==> src/rtl/ysyx_23060332_ifu.sv <==
// Instruction fetch unit: one outstanding request, 3-cycle best-case fetch loop.
// Optional misalignment trap enabled by defining YSYX_23060332_IFU_ALIGN_CHK_EN.
module ysyx_23060332_ifu #(
   parameter logic [31:0] RESET_PC = 32'h8000_0000
) (
   input  logic        clk,
   input  logic        rst_n,
   output logic        mem_req_valid,
   input  logic        mem_req_ready,
   output logic [31:0] mem_req_addr,
   input  logic        mem_resp_valid,
   input  logic [31:0] mem_resp_data,
   input  logic        mem_resp_err,
   output logic        inst_valid_o,
   input  logic        inst_ready_i,
   output logic [31:0] inst_o,
   output logic [31:0] inst_addr_o,
   output logic        inst_err_o,
   input  logic        jump_en,
   input  logic [31:0] jump_addr
);

   localparam logic [31:0] NOP = 32'h0000_0013;

   typedef enum logic [1:0] {IDLE, REQ, WAIT, HOLD} state_t;

   state_t      state;
   logic [31:0] pc;
   logic        launch;
   logic [31:0] launch_pc;
   logic        launch_bad;

   // A new fetch starts after reset or when decode takes the held instruction;
   // jump inputs matter only in that handshake cycle.
   always_comb begin
      launch     = (state == IDLE) || ((state == HOLD) && inst_valid_o && inst_ready_i);
      launch_pc  = pc;
      launch_bad = 1'b0;
      if (state == HOLD) begin
         launch_pc = jump_en ? jump_addr : pc + 32'd4;
      end
`ifdef YSYX_23060332_IFU_ALIGN_CHK_EN
      launch_bad = (launch_pc[1:0] != 2'b00);
`else
      launch_bad = 1'b0;
`endif
   end

   always_ff @(posedge clk or negedge rst_n) begin
      if (!rst_n) begin
         state         <= IDLE;
         pc            <= RESET_PC;
         mem_req_valid <= 1'b0;
         mem_req_addr  <= RESET_PC;
         inst_valid_o  <= 1'b0;
         inst_o        <= NOP;
         inst_addr_o   <= 32'h0;
         inst_err_o    <= 1'b0;
      end else begin
         unique case (state)
            IDLE, HOLD: begin
               if (launch) begin
                  pc <= launch_pc;
                  // A misaligned target is reported as a faulting NOP without touching memory
                  if (launch_bad) begin
                     state        <= HOLD;
                     inst_valid_o <= 1'b1;
                     inst_o       <= NOP;
                     inst_err_o   <= 1'b1;
                     inst_addr_o  <= launch_pc;
                  end else begin
                     state         <= REQ;
                     inst_valid_o  <= 1'b0;
                     mem_req_valid <= 1'b1;
                     mem_req_addr  <= {launch_pc[31:2], 2'b00};
                  end
               end
            end
            REQ: begin
               if (mem_req_ready) begin
                  mem_req_valid <= 1'b0;
                  state         <= WAIT;
               end
            end
            WAIT: begin
               if (mem_resp_valid) begin
                  inst_o       <= mem_resp_err ? NOP : mem_resp_data;
                  inst_addr_o  <= pc;
                  inst_err_o   <= mem_resp_err;
                  inst_valid_o <= 1'b1;
                  state        <= HOLD;
               end
            end
            default: state <= IDLE;
         endcase
      end
   end

endmodule

==> config.mk <==
export PLATFORM = sky130hd
export DESIGN_NAME = ysyx_23060332_ifu
export DESIGN_NICKNAME = d
export VERILOG_FILES = /design/src/rtl/ysyx_23060332_ifu.sv
export SDC_FILE = /design/constraint.sdc
export NUM_CORES = 1
export LEC_CHECK = 0
export ABC_AREA = 1
export ABC_CLOCK_PERIOD_IN_PS = 4800
export CAP_MARGIN = 20
export CORE_UTILIZATION = 51
export CTS_BUF_LIST = sky130_fd_sc_hd__clkbuf_4
export DETAILED_ROUTE_END_ITERATION = 10
export PLACE_DENSITY = 0.88
export SLEW_MARGIN = 5
export SYNTH_ARGS = -nofsm -noshare
export SYNTH_HDL_FRONTEND = slang
export SYNTH_SLANG_ARGS = --single-unit
==> constraint.sdc <==
create_clock -name clk -period 4.8 [get_ports clk]
set_input_delay 0.48 -clock clk [delete_from_list [all_inputs] [get_ports clk]]
set_output_delay 0.48 -clock clk [all_outputs]
set_load 0.02 [all_outputs]
==> results.cfg <==
[min_path]
hold_class = primary input to async pin

[timing]
post-route-min-period_ns = 2.40
final-setup-viol-count = 0
max_freq_mhz = 417
fin_worst_skew_ns = 0.0223
tns_ns = 0
finalCritPeriodShare_pct = 49.9
hold_viol = 0
slew_violations = 0
rsz0062_at_grt = false
hold_slack_ns = 0.0828
relSlewSlack_pct = 43.1
worst_pin_slew_ns = 0.853

[clock_tree]
clk_pin_slew_ns = 0.17
hold_buffers = 0
postCtsSetupBuffers = 0
h-tree-depth = 3
insertion_delay_ns = 0.45
post_cts_resized = 0
cts.sinks = 101
numCtsBuffers = 9
cts_root_buffer = clkbuf_4
cts_tree = yes
clockBufferDepth = 2

[floorplanning]
die_h_um = 102
dieArea_um2 = 10500
core_um2 = 9770
die_w_um = 102
ioPinCount = 170
std_cell_rows = 36
initial_core_util_pct = 52.5

[yosys]
synth_edf_count = 0
yosysTopAreaCellShare_pct = 47.3
synth_area_leaders = dfrtp_1 47%, nand2_1 13%, o21ai_0 5.4%
synth_ff_type = dfrtp_1
synth_top_area_cell = dfrtp_1
synth_most_common_cell = nand2_1
synth_common_cells = 175 x nand2_1, 97 x dfrtp_1, 72 x nor2_1
synth_warnings = 0
synth_cells = 633
ys_types = 30
synth-seq-cells = 101
ys_seq_area_share_pct = 49.3
avgSynthCellArea_um2 = 8.11
netlist_area_um2 = 5140
async_flop_share_pct = 100

[layout]
synthToLayoutAreaGrowth_pct = 32.8
fin_nets = 836
stdcell_area_um2 = 6820
drive_above_1_share_pct = 5.76
antenna_cells = 0

[routing]
antenna_left = 0
num_vias = 4709
drtIter0Drc = 189
drcViolationCount = 0
wire_per_inst_um = 15.7
totalWireLength_um = 14100
drt_first_pass_iters = 5
vias_per_cell = 5.25

[pwr]
powerDensity_nw_per_um2 = 639
comb_power_share_pct = 52.4
power_switching_mw = 1.90
power_frac_clock_pct = 10.8
leakagePower_nw = 3.03
peakVddDrop_mv = 0.326
internal-power_mw = 2.45
seq_power_share_pct = 36.7
p_total_mw = 4.36
sw_frac_of_total_pct = 43.7

[placed_design]
port-buffer-count = 167
gp_congestion = 0.901
dpl_cell_area_um2 = 6660
hpwl_um = 10400

[global_routing]
antenna_found_initial = 0
grt_overflow = 0
grt_max_degree = 92
grt_pass1_vias = 4580
gr-usage-all-layers_pct = 27.6
grt_first_pass_wirelength_um = 22100

[worst_setup_path]
regToRegSetupSlack_ns = 2.40
path_max_fanout = 37
critical_path_required_ns = 5.18
critPathLaunchType = register
path_class = register to register
end_kind = register
reg2reg_depth = 7
cp.arrival_ns = 2.77

[job]
timing.max_cap.violations = 0

[run_status]
status = complete, no violations
## state kept, by name, indices dropped and copies added, names as in the netlist
signal	flops
inst_addr_o	32
inst_o	32
pc	32
state	2
inst_err_o	1
inst_valid_o	1
mem_req_valid	1
## cells by family (layout without fill, tap and decap cells)
family / count (synthesis) / count (layout) / share of synthesized area, %
other: 1 / 2 / 0.0730
AND/OR/NAND/NOR: 300 / 300 / 24.2
multiplexers: 2 / 2 / 0.438
adder cells (fa/ha/maj): 6 / 6 / 1.46
buffers and inverters: 105 / 235 / 10.2
AO/OA/AOI/OAI: 117 / 117 / 14.2
XOR/XNOR: 1 / 1 / 0.171
flip-flops: 101 / 101 / 49.3
## stage by stage
step / worst slack (ns) / util [%] / cells
floorplan: 3.28 / - / 634
global placement: 2.12 / 68.1 / 880
detailed placement: 2.11 / 68.1 / 880
CTS: 2.47 / 69.6 / 896
global route: 2.24 / 69.8 / 897
finish: 2.40 / 69.8 / 897
## final timing paths
path,start,endpoint
setup / recovery,state[0]$_DFFE_PN0P_,pc[6]$_DFFE_PN0P_
hold reg to reg,pc[1]$_DFFE_PN0P_,inst_addr_o[1]$_DFFE_PN0P_
setup reg to reg,state[0]$_DFFE_PN0P_,pc[6]$_DFFE_PN0P_
max in group asynchronous,rst_n,inst_o[4]$_DFFE_PN1P_
min in group clk,pc[1]$_DFFE_PN0P_,inst_addr_o[1]$_DFFE_PN0P_
hold / removal,rst_n,pc[26]$_DFFE_PN0P_
## cells in the final DEF, fill, tap and decap left out
cell | Yosys | final
a21oi_1 | 15 | 15
xor2_1 | 1 | 1
mux2_2 | 2 | 2
conb_1 | 1 | 2
o21ai_0 | 55 | 55
inv_6 | 0 | 3
ha_1 | 6 | 6
nor2_2 | 4 | 5
o21ai_1 | 4 | 4
nor2_1 | 72 | 71
nand2_2 | 5 | 6
nand3b_1 | 1 | 1
nor2_4 | 5 | 5
buf_4 | 33 | 3
clkinv_1 | 0 | 1
a22o_1 | 30 | 30
inv_2 | 2 | 2
clkdlybuf4s50_1 | 0 | 166
nor3_1 | 1 | 1
a31oi_1 | 1 | 1
nand2_1 | 175 | 174
bufinv_16 | 0 | 1
clkbuf_4 | 0 | 9
and2_1 | 2 | 2
inv_1 | 47 | 47
dfstp_2 | 4 | 4
or2_2 | 1 | 1
dfrtp_1 | 97 | 97
clkinv_4 | 0 | 1
a22oi_1 | 2 | 2
nand3_1 | 34 | 34
o22a_1 | 3 | 3
inv_8 | 0 | 1
o211ai_1 | 4 | 4
buf_8 | 0 | 1
o22ai_1 | 3 | 3
## critical path: stages (launching register included)
cell and delay [ns]:
dfrtp_1 0.46, inv_1 0.10, ha_1 0.31, inv_1 0.12, nand2_2 0.43, inv_2 0.48
o21ai_0 0.20, a22oi_1 0.20
## metal layers
layer  routed length [um]  global-route usage (%)  part of all wire (%)
met1                 5980                    34.8                    43
met2                 6780                    47.7                    48
met3                 1070                    5.47                   7.6
met4                  224                    8.68                   1.6
met5                    0                       0                     0
## power groups by stage
stage | registers (mW) | logic (mW) | clock network, mW
final | 1.60 | 2.28 | 0.472
after global routing | 1.66 | 2.48 | 0.509
after CTS | 1.60 | 2.29 | 0.481
after detailed placement | 1.62 | 2.28 | 0
after global placement | 1.59 | 2.22 | 0
after floorplan | 1.85 | 1.10 | 0
## area by class of cell
cell class | instances | area [um^2]
Inverter | 49 | 184
Multi-Input combinational cell | 428 | 2090
Tap cell | 133 | 166
Timing Repair Buffer | 170 | 1700
Clock inverter | 7 | 80.1
Fill cell | 800 | 2960
Clock buffer | 9 | 67.6
Sequential cell | 101 | 2530
Power figures use the tool's default switching activity.
